## src/rtl/lsu_ecc_scrub_if.sv

```systemverilog
// Signal bundle between the LSU DCCM ECC scrubber and the rest of the LSU.
// The master side drives DCCM read results and arbiter/CSR controls.
// The slave side (the scrubber) returns corrected data, flags and the writeback head.
interface lsu_ecc_scrub_if #(
   parameter int NUM_BANKS  = 2,
   parameter int ADDR_WIDTH = 16,
   parameter int CNT_WIDTH  = 16
);
   logic                            ecc_disable;
   logic [NUM_BANKS-1:0]            rd_valid;
   logic [NUM_BANKS*ADDR_WIDTH-1:0] rd_addr;
   logic [NUM_BANKS*32-1:0]         rd_data;
   logic [NUM_BANKS*7-1:0]          rd_ecc;
   logic [NUM_BANKS*32-1:0]         corr_data;
   logic [NUM_BANKS-1:0]            single_err;
   logic [NUM_BANKS-1:0]            double_err;
   logic                            wb_valid;
   logic                            wb_ready;
   logic [ADDR_WIDTH-1:0]           wb_addr;
   logic [31:0]                     wb_data;
   logic [6:0]                      wb_ecc;
   logic                            wb_drop;
   logic [CNT_WIDTH-1:0]            sb_err_cnt;
   logic                            db_log_valid;
   logic [ADDR_WIDTH-1:0]           db_log_addr;
   logic                            db_log_clr;

   modport master (
      output ecc_disable, rd_valid, rd_addr, rd_data, rd_ecc, wb_ready, db_log_clr,
      input  corr_data, single_err, double_err, wb_valid, wb_addr, wb_data, wb_ecc,
             wb_drop, sb_err_cnt, db_log_valid, db_log_addr
   );

   modport slave (
      input  ecc_disable, rd_valid, rd_addr, rd_data, rd_ecc, wb_ready, db_log_clr,
      output corr_data, single_err, double_err, wb_valid, wb_addr, wb_data, wb_ecc,
             wb_drop, sb_err_cnt, db_log_valid, db_log_addr
   );
endinterface

```

## src/rtl/lsu_ecc_scrub.sv

```systemverilog
// Multi-bank DCCM SECDED check-and-repair for the LSU.
// Each bank is decoded in parallel and registered; single-bit corrections are
// queued for scrub writeback, single errors are counted (saturating) and the
// first double error address is held in a sticky log.
// Code: 39-bit Hamming (positions 1..38, parity at powers of two) plus an
// overall parity bit in ecc[6].
module lsu_ecc_scrub #(
   parameter int NUM_BANKS  = 2,
   parameter int ADDR_WIDTH = 16,
   parameter int FIFO_DEPTH = 4,
   parameter int CNT_WIDTH  = 16
) (
   input  logic           clk,
   input  logic           rst_l,
   lsu_ecc_scrub_if.slave bus
);
   localparam int PTR_W = $clog2(FIFO_DEPTH);
   localparam int OCC_W = PTR_W + 1;
   localparam int ENT_W = ADDR_WIDTH + 32;
   localparam int SUM_W = CNT_WIDTH + 4;

   // Hamming check bits: data bits fill non-power-of-two positions from 3 upward.
   function automatic logic [6:0] f_ecc_encode(input logic [31:0] d);
      logic [38:1] cw;
      logic [6:0]  e;
      int          di;
      cw = '0;
      di = 0;
      for (int p = 1; p <= 38; p++) begin
         if ((p & (p - 1)) != 0) begin
            cw[p] = d[di];
            di++;
         end
      end
      e = '0;
      for (int k = 0; k < 6; k++) begin
         for (int p = 1; p <= 38; p++) begin
            if (p[k]) e[k] = e[k] ^ cw[p];
         end
      end
      e[6] = (^d) ^ (^e[5:0]);
      return e;
   endfunction

   // Returns {single, double, corrected_data}; a disabled decode passes data through.
   function automatic logic [33:0] f_ecc_decode(input logic en, input logic [31:0] d,
                                                input logic [6:0] ecc);
      logic [6:0]  calc;
      logic [5:0]  synd;
      logic        ovr;
      logic        sgl;
      logic        dbl;
      logic [31:0] dout;
      int          di;
      calc = f_ecc_encode(d);
      synd = calc[5:0] ^ ecc[5:0];
      ovr  = ^{d, ecc};
      sgl  = en & ovr;
      dbl  = en & (synd != '0) & ~ovr;
      dout = d;
      di   = 0;
      for (int p = 1; p <= 38; p++) begin
         if ((p & (p - 1)) != 0) begin
            if (sgl && (int'(synd) == p)) dout[di] = ~d[di];
            di++;
         end
      end
      return {sgl, dbl, dout};
   endfunction

   logic [NUM_BANKS*32-1:0]         w_dec_data;
   logic [NUM_BANKS-1:0]            w_dec_sgl;
   logic [NUM_BANKS-1:0]            w_dec_dbl;

   logic [NUM_BANKS*32-1:0]         r_corr;
   logic [NUM_BANKS*ADDR_WIDTH-1:0] r_addr;
   logic [NUM_BANKS-1:0]            r_sgl;
   logic [NUM_BANKS-1:0]            r_dbl;

   logic [ENT_W-1:0]                r_mem [FIFO_DEPTH];
   logic [PTR_W-1:0]                r_wr_ptr;
   logic [PTR_W-1:0]                r_rd_ptr;
   logic [OCC_W-1:0]                r_count;
   logic                            r_drop;
   logic [CNT_WIDTH-1:0]            r_cnt;
   logic                            r_log_valid;
   logic [ADDR_WIDTH-1:0]           r_log_addr;

   logic [OCC_W-1:0]                w_free;
   logic [OCC_W-1:0]                w_num_push;
   logic [NUM_BANKS-1:0]            w_push_en;
   logic [NUM_BANKS*PTR_W-1:0]      w_push_slot;
   logic                            w_drop_now;
   logic                            w_pop;
   logic                            w_wb_valid;
   logic [ENT_W-1:0]                w_head;
   logic [31:0]                     w_wb_data;
   logic [SUM_W-1:0]                w_sgl_num;
   logic [SUM_W-1:0]                w_cnt_sum;
   logic [ADDR_WIDTH-1:0]           w_dbl_addr;

   for (genvar gi = 0; gi < NUM_BANKS; gi++) begin : g_bank
      logic [33:0] w_dec;
      assign w_dec = f_ecc_decode(bus.rd_valid[gi] & ~bus.ecc_disable,
                                  bus.rd_data[gi*32 +: 32], bus.rd_ecc[gi*7 +: 7]);
      assign w_dec_data[gi*32 +: 32] = w_dec[31:0];
      assign w_dec_dbl[gi]           = w_dec[32];
      assign w_dec_sgl[gi]           = w_dec[33];
   end

   // Output stage: corrected data, flags and the matching address for the push.
   always_ff @(posedge clk or negedge rst_l) begin
      if (!rst_l) begin
         r_corr <= '0;
         r_addr <= '0;
         r_sgl  <= '0;
         r_dbl  <= '0;
      end else begin
         r_corr <= w_dec_data;
         r_addr <= bus.rd_addr;
         r_sgl  <= w_dec_sgl;
         r_dbl  <= w_dec_dbl;
      end
   end

   // Single-error popcount and lowest-bank double-error address.
   always_comb begin
      w_sgl_num  = '0;
      w_dbl_addr = '0;
      for (int b = 0; b < NUM_BANKS; b++) begin
         w_sgl_num = w_sgl_num + SUM_W'(w_dec_sgl[b]);
      end
      for (int b = NUM_BANKS - 1; b >= 0; b--) begin
         if (w_dec_dbl[b]) w_dbl_addr = bus.rd_addr[b*ADDR_WIDTH +: ADDR_WIDTH];
      end
      w_cnt_sum = SUM_W'(r_cnt) + w_sgl_num;
   end

   // Push planner: slots are granted in bank order against start-of-cycle space.
   always_comb begin
      w_free      = OCC_W'(FIFO_DEPTH) - r_count;
      w_num_push  = '0;
      w_push_en   = '0;
      w_push_slot = '0;
      w_drop_now  = 1'b0;
      for (int b = 0; b < NUM_BANKS; b++) begin
         if (r_sgl[b]) begin
            if (w_num_push < w_free) begin
               w_push_en[b]                = 1'b1;
               w_push_slot[b*PTR_W +: PTR_W] = r_wr_ptr + w_num_push[PTR_W-1:0];
               w_num_push                  = w_num_push + OCC_W'(1);
            end else begin
               w_drop_now = 1'b1;
            end
         end
      end
   end

   assign w_wb_valid = (r_count != '0);
   assign w_pop      = w_wb_valid & bus.wb_ready;
   assign w_head     = r_mem[r_rd_ptr];
   assign w_wb_data  = w_wb_valid ? w_head[31:0] : '0;

   // FIFO pointers and occupancy; push and pop in the same cycle both apply.
   always_ff @(posedge clk or negedge rst_l) begin
      if (!rst_l) begin
         r_wr_ptr <= '0;
         r_rd_ptr <= '0;
         r_count  <= '0;
      end else begin
         r_wr_ptr <= r_wr_ptr + w_num_push[PTR_W-1:0];
         if (w_pop) r_rd_ptr <= r_rd_ptr + PTR_W'(1);
         r_count  <= r_count + w_num_push - OCC_W'(w_pop);
      end
   end

   // FIFO storage; validity is tracked by the pointers so no reset is needed.
   always_ff @(posedge clk) begin
      for (int b = 0; b < NUM_BANKS; b++) begin
         if (w_push_en[b]) begin
            r_mem[w_push_slot[b*PTR_W +: PTR_W]] <= {r_addr[b*ADDR_WIDTH +: ADDR_WIDTH],
                                                     r_corr[b*32 +: 32]};
         end
      end
   end

   // Error bookkeeping: saturating counter, sticky drop flag and double-error log.
   always_ff @(posedge clk or negedge rst_l) begin
      if (!rst_l) begin
         r_cnt       <= '0;
         r_drop      <= 1'b0;
         r_log_valid <= 1'b0;
         r_log_addr  <= '0;
      end else begin
         if (w_cnt_sum[SUM_W-1:CNT_WIDTH] != '0) r_cnt <= '1;
         else                                    r_cnt <= w_cnt_sum[CNT_WIDTH-1:0];
         // A loss in the clearing cycle is still reported.
         if (w_drop_now)          r_drop <= 1'b1;
         else if (bus.db_log_clr) r_drop <= 1'b0;
         // A new double error in the clearing cycle re-arms the log with its address.
         if ((w_dec_dbl != '0) && (!r_log_valid || bus.db_log_clr)) begin
            r_log_valid <= 1'b1;
            r_log_addr  <= w_dbl_addr;
         end else if (bus.db_log_clr) begin
            r_log_valid <= 1'b0;
         end
      end
   end

   assign bus.corr_data    = r_corr;
   assign bus.single_err   = r_sgl;
   assign bus.double_err   = r_dbl;
   assign bus.wb_valid     = w_wb_valid;
   assign bus.wb_addr      = w_wb_valid ? w_head[ENT_W-1:32] : '0;
   assign bus.wb_data      = w_wb_data;
   assign bus.wb_ecc       = f_ecc_encode(w_wb_data);
   assign bus.wb_drop      = r_drop;
   assign bus.sb_err_cnt   = r_cnt;
   assign bus.db_log_valid = r_log_valid;
   assign bus.db_log_addr  = r_log_addr;
endmodule

```

## src/flat_wrapper.sv

```systemverilog
// flat-port wrapper written by rule: the top's interface ports become plain ports
module lsu_ecc_scrub_flat 
#(
   parameter int NUM_BANKS  = 2,
   parameter int ADDR_WIDTH = 16,
   parameter int FIFO_DEPTH = 4,
   parameter int CNT_WIDTH  = 16
)
  (clk, rst_l, bus_ecc_disable, bus_rd_valid, bus_rd_addr, bus_rd_data, bus_rd_ecc, bus_wb_ready, bus_db_log_clr, bus_corr_data, bus_single_err, bus_double_err, bus_wb_valid, bus_wb_addr, bus_wb_data, bus_wb_ecc, bus_wb_drop, bus_sb_err_cnt, bus_db_log_valid, bus_db_log_addr);
  lsu_ecc_scrub_if #(.NUM_BANKS(NUM_BANKS), .ADDR_WIDTH(ADDR_WIDTH), .CNT_WIDTH(CNT_WIDTH)) bus_i ();
  input  logic clk;
  input  logic rst_l;
  input wire logic [$bits(bus_i.ecc_disable)-1:0] bus_ecc_disable;
  input wire logic [$bits(bus_i.rd_valid)-1:0] bus_rd_valid;
  input wire logic [$bits(bus_i.rd_addr)-1:0] bus_rd_addr;
  input wire logic [$bits(bus_i.rd_data)-1:0] bus_rd_data;
  input wire logic [$bits(bus_i.rd_ecc)-1:0] bus_rd_ecc;
  input wire logic [$bits(bus_i.wb_ready)-1:0] bus_wb_ready;
  input wire logic [$bits(bus_i.db_log_clr)-1:0] bus_db_log_clr;
  output wire logic [$bits(bus_i.corr_data)-1:0] bus_corr_data;
  output wire logic [$bits(bus_i.single_err)-1:0] bus_single_err;
  output wire logic [$bits(bus_i.double_err)-1:0] bus_double_err;
  output wire logic [$bits(bus_i.wb_valid)-1:0] bus_wb_valid;
  output wire logic [$bits(bus_i.wb_addr)-1:0] bus_wb_addr;
  output wire logic [$bits(bus_i.wb_data)-1:0] bus_wb_data;
  output wire logic [$bits(bus_i.wb_ecc)-1:0] bus_wb_ecc;
  output wire logic [$bits(bus_i.wb_drop)-1:0] bus_wb_drop;
  output wire logic [$bits(bus_i.sb_err_cnt)-1:0] bus_sb_err_cnt;
  output wire logic [$bits(bus_i.db_log_valid)-1:0] bus_db_log_valid;
  output wire logic [$bits(bus_i.db_log_addr)-1:0] bus_db_log_addr;
  assign bus_i.ecc_disable = bus_ecc_disable;
  assign bus_i.rd_valid = bus_rd_valid;
  assign bus_i.rd_addr = bus_rd_addr;
  assign bus_i.rd_data = bus_rd_data;
  assign bus_i.rd_ecc = bus_rd_ecc;
  assign bus_i.wb_ready = bus_wb_ready;
  assign bus_i.db_log_clr = bus_db_log_clr;
  assign bus_corr_data = bus_i.corr_data;
  assign bus_single_err = bus_i.single_err;
  assign bus_double_err = bus_i.double_err;
  assign bus_wb_valid = bus_i.wb_valid;
  assign bus_wb_addr = bus_i.wb_addr;
  assign bus_wb_data = bus_i.wb_data;
  assign bus_wb_ecc = bus_i.wb_ecc;
  assign bus_wb_drop = bus_i.wb_drop;
  assign bus_sb_err_cnt = bus_i.sb_err_cnt;
  assign bus_db_log_valid = bus_i.db_log_valid;
  assign bus_db_log_addr = bus_i.db_log_addr;
  lsu_ecc_scrub #(.NUM_BANKS(NUM_BANKS), .ADDR_WIDTH(ADDR_WIDTH), .FIFO_DEPTH(FIFO_DEPTH), .CNT_WIDTH(CNT_WIDTH)) u_core (.clk(clk), .rst_l(rst_l), .bus(bus_i));
endmodule
```

## config.mk

```make
export PLATFORM = sky130hd
export DESIGN_NAME = lsu_ecc_scrub_flat
export DESIGN_NICKNAME = d
export VERILOG_FILES = /design/src/rtl/lsu_ecc_scrub_if.sv /design/src/rtl/lsu_ecc_scrub.sv /design/src/flat_wrapper.sv
export SDC_FILE = /design/constraint.sdc
export NUM_CORES = 1
export LEC_CHECK = 0
export CORE_MARGIN = 2
export CORE_UTILIZATION = 55
export DETAILED_ROUTE_END_ITERATION = 10
export HOLD_SLACK_MARGIN = 0.02
export MAX_ROUTING_LAYER = met4
export PLACE_DENSITY = 0.81
export SYNTH_ARGS = -nofsm -noshare
export SYNTH_HDL_FRONTEND = slang
export SYNTH_SLANG_ARGS = --single-unit
```

## constraint.sdc

```tcl
create_clock -name clk -period 6.8 [get_ports clk]
set_clock_uncertainty 0.1 [all_clocks]
set_input_delay 0.68 -clock clk [delete_from_list [all_inputs] [get_ports clk]]
set_output_delay 0.68 -clock clk [all_outputs]
set_load 0.1 [all_outputs]
```

==> results of run 1 <==
## synthesized netlist by cell type, types with 3 or more instances
library cell,count
a21oi_1,3
and2_1,51
and3_1,5
buf_1,17
buf_2,7
clkbuf_1,21
dfrtp_1,141
edfxtp_1,192
ha_1,8
inv_1,20
mux2_1,9
mux2_2,214
mux4_2,53
nand2_1,46
nand2b_1,4
nand3_1,20
nand4_1,4
nor2_1,54
nor2b_1,6
nor3_1,30
o21ai_0,5
or2_2,3
xnor2_1,151
xnor3_1,35
xor2_1,90
xor3_1,3
## routing by layer
metal	vias to the layer above	track usage (%)
met2	437	45.34
met1	5638	40.36
met4	0	7.552
met3	66	4.338
li1	4943	-
met5	-	-
## final cells by class
class	count	area share, %
flip-flops and latches	333	41.96
well taps	402	2.270
multi-input cells	815	37.14
repair buffers	290	12.91
inverters	20	0.3388
clock inverters	18	0.8300
diodes	1	0.01129
clock buffers	47	4.534
## final timing paths
| kind | start | end | slack, ns | cells past startpoint |
|---|---|---|---|---|
| min reg2reg | u_core.bus.db_log_addr[10]$_DFFE_PN0P_ | u_core.bus.db_log_addr[10]$_DFFE_PN0P_ | 0.39 | 1 |
| min in group clk | u_core.bus.db_log_addr[10]$_DFFE_PN0P_ | u_core.bus.db_log_addr[10]$_DFFE_PN0P_ | 0.39 | 1 |
| max reg2reg | u_core.r_count[0]$_DFF_PN0_ | u_core.r_mem[0][27]$_DFFE_PP_ | 2.59 | 11 |
| max in group asynchronous | rst_l | u_core.bus.corr_data[2]$_DFF_PN0_ | 5.17 | 2 |
| max | u_core.r_count[0]$_DFF_PN0_ | bus_wb_ecc[1] | 1.19 | 13 |
| min | rst_l | u_core.bus.corr_data[45]$_DFF_PN0_ | 0.10 | 1 |
## sequential cells by signal (all words and copies together), names as in the netlist
signal / cells
u_core.r_addr: 32
u_core.r_wr_ptr: 2
u_core.bus.sb_err_cnt: 16
u_core.r_mem: 192
u_core.bus.wb_drop: 1
u_core.r_count: 3
u_core.bus.db_log_addr: 16
u_core.r_rd_ptr: 2
u_core.bus.single_err: 2
u_core.bus.db_log_valid: 1
u_core.bus.corr_data: 64
u_core.bus.double_err: 2
## through the flow
step / std cells / utilization, % / instance area [um^2] / hold WS [ns]
after floorplan: 1215 / - / 17750 / 0.2844
after global placement: 1860 / 66.28 / 20970 / 0.3706
after detailed placement: 1860 / 66.28 / 20970 / 0.3798
after CTS: 1925 / 70.04 / 22160 / 0.1569
after global routing: 1925 / 70.04 / 22160 / 0.1851
final: 1926 / 70.05 / 22160 / 0.1028
## kinds of logic after synthesis
group	synth area share [%]
DFF	52.39
and+or+nand+nor	6.250
muxes	21.00
adders and majority gates	0.8465
buffers and inverters	1.531
AOI/OAI and AO/OA	0.9169
xor gates and xnor gates	17.06
## critical path, delay by kind of cell, from the launching register on
kind / cells / cell delay, ns
buffers and inverters: 5 / 2.43
xor gates and xnor gates: 5 / 0.91
adders and majority gates: 2 / 0.41
DFF: 1 / 0.34
and+or+nand+nor: 1 / 0.21
## cells in the final DEF, fill, tap and decap left out, drive strengths merged, types with 2 or more instances in the layout
cell / instances
a21oi: 3
a31oi: 2
and2: 51
and3: 5
buf: 18
bufinv: 3
clkbuf: 47
clkdlybuf4s50: 272
clkinv: 12
clkinvlp: 2
dfrtp: 141
edfxtp: 192
fa: 2
ha: 8
inv: 21
mux2: 223
mux2i: 2
mux4: 53
nand2: 46
nand2b: 4
nand3: 20
nand4: 4
nor2: 54
nor2b: 6
nor3: 31
o21a: 2
o21ai: 5
or2: 3
xnor2: 153
xnor3: 36
xor2: 90
xor3: 3
==> flow_metrics.tcl, run 1 <==
set metrics [dict create \
    gp_congestion 0.9526 \
    final_hold_viol_count 0 \
    clk_path_buf_depth 3 \
    final-seq-area_um2 9299 \
    nets 1623 \
    yosysTopAreaCell "edfxtp_1" \
    clk_latency_ns 0.52 \
    start_util_pct 56.07 \
    die_h_um 183.6 \
    wl_per_cell_um 24.21 \
    required_ns 6.02 \
    tns_ns 0 \
    cts_buffers 36 \
    core-area_um2 31640 \
    ctsHoldBuffers 0 \
    die_w_um 183.6 \
    dr_wl_met2_mm 22.58 \
    n_fill_cell 2159 \
    status "complete, no violations" \
    ys.flop_type "edfxtp_1" \
    dr.first_iter.drc_count 935 \
    max_slew_margin_pct 27.90 \
    grt_pass1_wl_mm 70.27 \
    setup_viol 0 \
    htree_levels 2 \
    cts_tree "built" \
    crit_arrival_ns 4.83 \
    yosysWarnings 0 \
    slowest_delay_ns 1.16 \
    rows 65 \
    hpwl_mm 32.87 \
    die_area_um2 33700 \
    cts_root_buf "clkbuf_16" \
    critPathMaxFanout 20 \
    antenna_found_initial 1 \
    worst_pin_slew_ns 1.078 \
    drv_slew 0 \
    period_share_pct 82.45 \
    grt_overflow 0 \
    vias 11080 \
    ios 275 \
    grt_max_degree 85 \
    netlist_area_um2 17740 \
    clkSlewWorstSetupHoldPaths_ns 0.06 \
    avgSynthCellArea_um2 14.60 \
    wl_met1_mm 19.54 \
    min_period_ns 5.607 \
    via_per_inst 5.755 \
    first_global_vias 11380 \
    fin_ws_ns 1.193 \
    synthArstFlopShare_pct 42.34 \
    routed.top_layer "met4" \
    rsz0062_at_grt "false" \
    drive_above_1_share_pct 23.64 \
    ys_seq_area_share_pct 52.39 \
    syn_to_final_growth_pct 24.93 \
    crit_path_end_kind "output pin" \
    crit_path_frequent_cell "xnor2_1" \
    route.met3.wl_mm 3.345 \
    multi_input_area_um2 8230 \
    critPathKind "flip-flop to output pin" \
    post-place-ws_ns 1.686 \
    postCtsSetupBuffers 0 \
    hold_class "input port to async pin" \
    drcViolationCount 0 \
    crit_slowest_cell "clkdlybuf4s50_1" \
    synth-seq-cells 333 \
    cts_num_sinks 333 \
    first_pass_iters 5 \
    wl_mm 46.62 \
    path_cells "inv_1 > ha_1 > ha_1 > buf_4 > inv_1 > buf_4 > and2_1 > xnor2_1 > xnor2_1 > xnor2_1 > xor2_1 > xnor2_1 > clkdlybuf4s50_1" \
    synth_nets 1342 \
    cp-start-kind "flip-flop" \
    synth_top_area_share_pct 32.50 \
    synthTopCellsByArea "edfxtp_1 (33%), dfrtp_1 (20%), mux2_2 (14%)" \
    clock.fmax_mhz 178.4 \
    max-cap-violations 0 \
    grt_use_total_pct 29.01 \
    cts-resized-gates 0 \
    synth_enable_flop_cells 192 \
    ys_types 44 \
    drtAntennaViolNets 0 \
    portBuffers 274 \
    syn_inst 1215 \
]
Power of run 1 is not shown: default switching activity piles up to over one toggle a cycle in this logic, so the estimate is an artifact.
==> run 2: changes to the inputs <==
clock period = 5.2 ns   (was 6.8 ns; I/O delays follow)
==> run 2 against run 1 <==
Against the previous run: the run now ends with hold timing left; count of clock-buffer cells in the layout is 1 lower; cell area down 0.45%; worst hold slack worse by 0.12 ns; largest cell class unchanged; critical endpoint is now bus_wb_ecc[6]; highest routed layer unchanged; cell count grew 0.16%.
==> flow_metrics.tcl, run 2 (synthesis gave the netlist of run 1 again) <==
set metrics [dict create \
    setup_viol 0 \
    critPathKind "flip-flop to output pin" \
    largest_reg_flops 192 \
    hpwl_mm 34.04 \
    cts_root_buf "clkbuf_16" \
    max-cap-violations 0 \
    crit_slowest_cell "dfrtp_4" \
    start_util_pct 56.07 \
    final_cell_mix "clkdlybuf4s50_1 (219), mux2_2 (214), edfxtp_1 (192), xnor2_1 (149), dfrtp_1 (139)" \
    htree_levels 2 \
    clock.fmax_mhz 216.7 \
    final_hold_viol_count 4 \
    die_w_um 183.6 \
    first_pass_iters 4 \
    status "finished with violations" \
    ctsHoldBuffers 0 \
    required_ns 4.58 \
    dpl_cell_area_um2 20940 \
    drive_above_1_share_pct 27.24 \
    num_antenna_cells 0 \
    first_global_vias 11510 \
    cp_num_buf_inv 2 \
    layout_commonest_cell "clkdlybuf4s50_1" \
    min_period_ns 4.614 \
    path_delay_family "XOR/XNOR gates" \
    wl_per_cell_um 24.42 \
    critPathMaxFanout 24 \
    worst_pin_slew_ns 1.139 \
    wl_mm 47.10 \
    r2r-start "u_core.r_count[0]$_DFF_PN0_" \
    dr.first_iter.drc_count 810 \
    rows 65 \
    grt_use_total_pct 29.50 \
    grt_overflow 0 \
    violations "hold timing" \
    r2r-end "u_core.r_mem[0][21]$_DFFE_PP_" \
    cp-start-kind "flip-flop" \
    nets 1627 \
    ios 275 \
    portBuffers 274 \
    cts-resized-gates 0 \
    grt_pass1_wl_mm 71.35 \
    cts_tree "built" \
    final-seq-area_um2 9299 \
    max_slew_margin_pct 23.77 \
    postCtsSetupBuffers 0 \
    die_area_um2 33700 \
    core-area_um2 31640 \
    drtAntennaViolNets 0 \
    slowest_delay_ns 0.74 \
    multi_input_area_um2 8235 \
    fin_area_um2 22060 \
    rrSetupSlack_ns 1.20 \
    drv_slew 0 \
    ff2ff_path_depth 11 \
    drcViolationCount 0 \
    hold_class "input port to async pin" \
    antenna_found_initial 0 \
    clk_latency_ns 0.52 \
    hold_slack_ns -0.01983 \
    grt_max_degree 95 \
    rsz0062_at_grt "false" \
    die_h_um 183.6 \
    crit_arrival_ns 3.99 \
    gp_congestion 0.9836 \
    n_fill_cell 2179 \
    clk_path_buf_depth 3 \
    clkSlewWorstSetupHoldPaths_ns 0.07 \
    period_share_pct 88.74 \
    via_per_inst 5.696 \
    cts_buffers 35 \
    vias 10990 \
    crit_path_end_kind "output pin" \
    path_cells "buf_12 > mux4_2 > and2_1 > xor2_1 > xnor3_1 > xor2_1 > xnor2_2 > xnor2_1 > xnor2_2 > buf_12" \
    syn_to_final_growth_pct 24.37 \
    cts_num_sinks 333 \
]
-- run 2: changes by cell type in the layout (fill, tap and decap cells not counted), sizes merged --
| cell | change |
|---|---|
| clkbuf | -1 |
| clkinv | +1 |
| buf | +58 |
| diode | -1 |
| bufinv | -1 |
| clkdlybuf4s50 | -53 |
-- run 2: layout make-up --
cell class,count,share of cell area (%)
clock inverter,18,0.6863
multi-input combinational,815,37.33
inverter,20,0.3403
tap,402,2.280
clock buffer,46,4.390
sequential,333,42.15
timing repair buffer,295,12.82
-- run 2: worst max path at each step --
stage / startpoint / endpoint / slack [ns] / depth (start not counted)
2_1_floorplan: u_core.r_rd_ptr[0]$_DFFE_PN0P_ / bus_wb_ecc[6] / -0.23 / 9
6_report: u_core.r_rd_ptr[0]$_DFFE_PN0P_ / bus_wb_ecc[6] / 0.59 / 10
5_1_grt: u_core.r_rd_ptr[0]$_DFFE_PN0P_ / bus_wb_ecc[6] / 0.31 / 10
3_3_place_gp: bus_rd_data[32] / u_core.bus.sb_err_cnt[4]$_DFF_PN0_ / 0.32 / 13
4_1_cts: u_core.r_rd_ptr[0]$_DFFE_PN0P_ / bus_wb_ecc[6] / 0.51 / 10
3_5_place_dp: bus_rd_data[32] / u_core.bus.sb_err_cnt[4]$_DFF_PN0_ / 0.30 / 13
-- run 2: metal layers --
| layer | routed length, um | vias up | track usage (%) |
|---|---|---|---|
| met5 | 0 | - | - |
| met4 | 1254 | 0 | 8.352 |
| met3 | 3593 | 58 | 5.745 |
| li1 | - | 4957 | - |
| met2 | 22300 | 429 | 45.46 |
| met1 | 19960 | 5543 | 40.42 |
-- run 2: stage by stage --
step / worst slack (ns) / cells / setup TNS, ns / utilization (%)
floorplan: -0.2276 / 1215 / -0.2276 / -
global placement: 0.3238 / 1865 / 0 / 66.19
detailed placement: 0.3014 / 1865 / 0 / 66.19
CTS: 0.5081 / 1929 / 0 / 69.73
global route: 0.3085 / 1929 / 0 / 69.73
finish: 0.5858 / 1929 / 0 / 69.73
Power of run 2 is left out for the same reason.
==> variant 1, RTL diff (flow settings as in run 1) <==
`NUM_BANKS` is set to 2 in 3 places; all go to 4.
--- a/src/rtl/lsu_ecc_scrub_if.sv
+++ b/src/rtl/lsu_ecc_scrub_if.sv
@@ -2,7 +2,7 @@
 // The master side drives DCCM read results and arbiter/CSR controls.
 // The slave side (the scrubber) returns corrected data, flags and the writeback head.
 interface lsu_ecc_scrub_if #(
-   parameter int NUM_BANKS  = 2,
+   parameter int NUM_BANKS  = 4,
    parameter int ADDR_WIDTH = 16,
    parameter int CNT_WIDTH  = 16
 );
--- a/src/rtl/lsu_ecc_scrub.sv
+++ b/src/rtl/lsu_ecc_scrub.sv
@@ -5,7 +5,7 @@
 // Code: 39-bit Hamming (positions 1..38, parity at powers of two) plus an
 // overall parity bit in ecc[6].
 module lsu_ecc_scrub #(
-   parameter int NUM_BANKS  = 2,
+   parameter int NUM_BANKS  = 4,
    parameter int ADDR_WIDTH = 16,
    parameter int FIFO_DEPTH = 4,
    parameter int CNT_WIDTH  = 16
--- a/src/flat_wrapper.sv
+++ b/src/flat_wrapper.sv
@@ -1,7 +1,7 @@
 // flat-port wrapper written by rule: the top's interface ports become plain ports
 module lsu_ecc_scrub_flat 
 #(
-   parameter int NUM_BANKS  = 2,
+   parameter int NUM_BANKS  = 4,
    parameter int ADDR_WIDTH = 16,
    parameter int FIFO_DEPTH = 4,
    parameter int CNT_WIDTH  = 16
Interface: changed (7 resized); port bits go from 275 to 455. The function was not compared with the original's and may differ.
==> variant 1 against run 1 <==
Setup slack got worse by 6.0 ps. First-iteration DRC count rose to 3.1 times the old value. Via count rose by 95%. Critical path depth rose by 6. Design area rose by 55%. Critical endpoint is now u_core.r_mem[0][26]. Global-route usage rose by 11 points. Worst hold slack got worse by 33 ps. Fmax fell by 0.11%. Wire length rose by 120%. Sequential cell count rose by 100. Synthesized area rose by 55%.
Power is left out: the tool's default activity adds up to more than one toggle a clock period on the data nets, which glitch-free logic cannot reach.
==> variant 1: results <==
[global_routing]
antenna_found_initial = 2
grt_pass1_vias = 21750
grt_max_degree = 125
grt_pass1_wl_microns = 148200
grt_usage = 0.3985
gr-usage-met1 = 0.5414

[clocking]
clock_latency_ps = 600
cts_made_buffers = 48

[synth]
yosysUniqueCellTypes = 64
synthAdderAreaFrac = 0.009715
synth.avg_cell_area_sq_um = 11.32
synth_compound_area_frac = 0.06664
synthesis.nets = 2682
ys_top_cells_by_count = 313 x nor2_1, 304 x xnor2_1, 241 x dfrtp_1
synth-async-reset-ratio = 0.5566
synth_mux_area_frac = 0.1901
yosys.area_share.xor_xnor = 0.1865

[place]
place.gp.congestion = 1.039
dp.cells = 3467
post_dp_cell_area_sq_mm = 0.03277
portBuffers = 454
preCtsSetupSlack_ps = 988.3

[timing]
worst_pin_slew_ps = 1183
whs_ps = 69.54
layout_setup_ws_ps = 1187

[detailed_routing]
m1WireLength_microns = 40190
wl_per_cell_microns = 28.43
drtPass1Iterations = 6
wl_met2_microns = 46520
routed-wl-met3_microns = 10690
drtIter0Drc = 2886

[status]
status = finished clean

[worst_setup_path]
arrival_ps = 5850
cpMaxStageDelayCell = buf_4
path_delay_family = simple AND/OR/NAND/NOR gates
cp_max_fo = 48
variant 1: cell type report:
| cell class | instances | area, sq um | area share |
|---|---|---|---|
| antenna | 5 | 12.51 | 0.0003634 |
| clock inverter | 23 | 187.7 | 0.005451 |
| timing repair buffer | 482 | 4755 | 0.1381 |
| multi-input combinational | 1853 | 15270 | 0.4435 |
| inverter | 27 | 103.9 | 0.003016 |
| clock buffer | 67 | 1459 | 0.04237 |
| sequential | 433 | 11800 | 0.3428 |
| tap | 672 | 840.8 | 0.02442 |
variant 1: final timing paths:
kind | start | endpoint | cells after the start
max in group asynchronous | rst_l | u_core.bus.corr_data[116] | 2
worst max register to register | u_core.r_count[0] | u_core.r_mem[0][26] | 19
worst min register to register | u_core.bus.db_log_addr[0] | u_core.bus.db_log_addr[0] | 2
worst max-delay path | u_core.r_count[0] | u_core.r_mem[0][26] | 19
min in group clk | u_core.bus.db_log_addr[0] | u_core.bus.db_log_addr[0] | 2
worst min-delay path | rst_l | u_core.bus.sb_err_cnt[14] | 1
==> variant 2, RTL diff (config.mk and constraints of run 1) <==
Without the edit above. Make the reset (`rst_l`) synchronous in 3 clocked blocks.
--- a/src/rtl/lsu_ecc_scrub.sv
+++ b/src/rtl/lsu_ecc_scrub.sv
@@ -109,7 +109,7 @@
    end
 
    // Output stage: corrected data, flags and the matching address for the push.
-   always_ff @(posedge clk or negedge rst_l) begin
+   always_ff @(posedge clk) begin
       if (!rst_l) begin
          r_corr <= '0;
          r_addr <= '0;
@@ -162,7 +162,7 @@
    assign w_wb_data  = w_wb_valid ? w_head[31:0] : '0;
 
    // FIFO pointers and occupancy; push and pop in the same cycle both apply.
-   always_ff @(posedge clk or negedge rst_l) begin
+   always_ff @(posedge clk) begin
       if (!rst_l) begin
          r_wr_ptr <= '0;
          r_rd_ptr <= '0;
@@ -185,7 +185,7 @@
    end
 
    // Error bookkeeping: saturating counter, sticky drop flag and double-error log.
-   always_ff @(posedge clk or negedge rst_l) begin
+   always_ff @(posedge clk) begin
       if (!rst_l) begin
          r_cnt       <= '0;
          r_drop      <= 1'b0;
Check against the original RTL: not settled (the Yosys comparison gave no result); the edit may change what the design does.
==> variant 2 against run 1 <==
Design area increased by 1.8%. Setup slack improved by 120 ps. Wire length up 11%. Synthesized area rose by 3.3%. Die area up 3.2%. Synthesized cell count is 20% higher. Non-clock buffer count rose by 1. Sequential cell count rose by 2. Sequential share of layout area is 3.7 points lower. Final cell count up 13%.
Power is left out: the tool's default activity adds up to more than one toggle a clock period on the data nets, which glitch-free logic cannot reach.
==> variant 2: results <==
[place]
dpl.hpwl_microns = 37640
post_dp_cell_area_sq_mm = 0.02144
place.gp.congestion = 0.9256
portBuffers = 274

[synth]
synthesis.nets = 1588
ys_seq_area_frac = 0.4708
synth_mux_area_frac = 0.1995
yosysUniqueCellTypes = 54
synth_compound_area_frac = 0.02949
yosys_warnings = 0
ys_top_cells_by_count = 194 x mux2_2, 192 x edfxtp_1, 177 x xnor2_1
yosys.area_share.xor_xnor = 0.1693
synth-async-reset-ratio = 0
yosysTopAreaCell = edfxtp_1
synth_edf_count = 192
synthTopCellsByArea = edfxtp_1 31%, dfxtp_1 16%, mux2_2 12%, xnor2_1 8.5%, mux4_2 6.9%
synthAdderAreaFrac = 0.007647

[timing]
slew_headroom = 0.2381

[layout]
layout-drive-gt1-share = 0.1986
largest_reg_flops = 192
finalNetCount = 1833

[detailed_routing]
drtPass1Iterations = 5
routed-wl-met3_microns = 4249
via_per_inst = 5.815
wl_per_cell_microns = 23.81
drtIter0Drc = 1243
wl_met2_microns = 24660
m1WireLength_microns = 21760
highest_layer = met4

[clocking]
cts.repair.resized = 0
cts_root_buf = clkbuf_16
htreeDepth = 2
cts_made_buffers = 34
cts_setup_buffers = 0
clkTransAtPathRegs_ps = 60
clock_latency_ps = 510
ctsLongestPathBuffers = 3

[worst_setup_path]
max_stage_delay_ps = 1140
arrival_ps = 4710
cp_max_fo = 51
path_delay_family = XOR/XNOR gates
cpMaxStageDelayCell = clkdlybuf4s50_1

[global_routing]
grt_usage = 0.3026
grt_pass1_wl_microns = 78050
grt_max_degree = 53
grt_pass1_vias = 12560
antenna_found_initial = 2

[status]
status = finished clean

[hold_path]
hold_path.class = flip-flop to flip-flop
==> variant 2: per-stage QoR <==
step | setup slack, ps | cells
after floorplan | 479.8 | 1461
after global placement | 1393 | 2112
after detailed placement | 1247 | 2112
after CTS | 1235 | 2174
after global routing | 1027 | 2176
final | 1314 | 2176
==> variant 2: final timing paths <==
| path | startpoint | end | slack (ps) | cells after the start |
|---|---|---|---|---|
| setup / recovery | flip-flop | bus_wb_ecc[3] | 1310 | 8 |
| hold / removal | u_core.bus.db_log_addr[8] | u_core.bus.db_log_addr[8] | 360 | 2 |
| setup reg to reg | u_core.r_count[0] | u_core.r_mem[3][21] | 2370 | 12 |
| hold reg to reg | u_core.bus.db_log_addr[8] | u_core.bus.db_log_addr[8] | 360 | 2 |
==> variant 2: cells by family after synthesis <==
group,count (synthesis)
DFF,335
AOI/OAI and AO/OA,92
xor gates and xnor gates,302
and+or+nand+nor,353
adders and majority gates,10
muxes,271
buffers and inverters,98
==> variant 2: area by class of cell <==
type,instances,area (sq um)
diodes,2,5.005
clock buffers,54,1047
clock inverters,8,66.31
fillers,2346,10150
inverters,16,60.06
multi-input cells,1028,9323
flip-flops and latches,335,8633
well taps,442,553.0
repair buffers,291,2868
==> variant 2: per-layer routing <==
layer  GRT usage  up-vias
li1            -     5766
met1      0.4122     6230
met2      0.4755      586
met3     0.05454       72
met4     0.07051        0
met5           -        -
==> variant 2: worst register-to-register path, stage by stage (launching register included) <==
cell	delay (ps)
dfxtp_1	350
inv_1	90
ha_1	200
ha_1	270
nand2b_1	90
nor2_1	280
nor2_1	150
ha_1	260
xor2_1	210
nand4_1	550
buf_4	570
nand2_2	300
buf_4	590
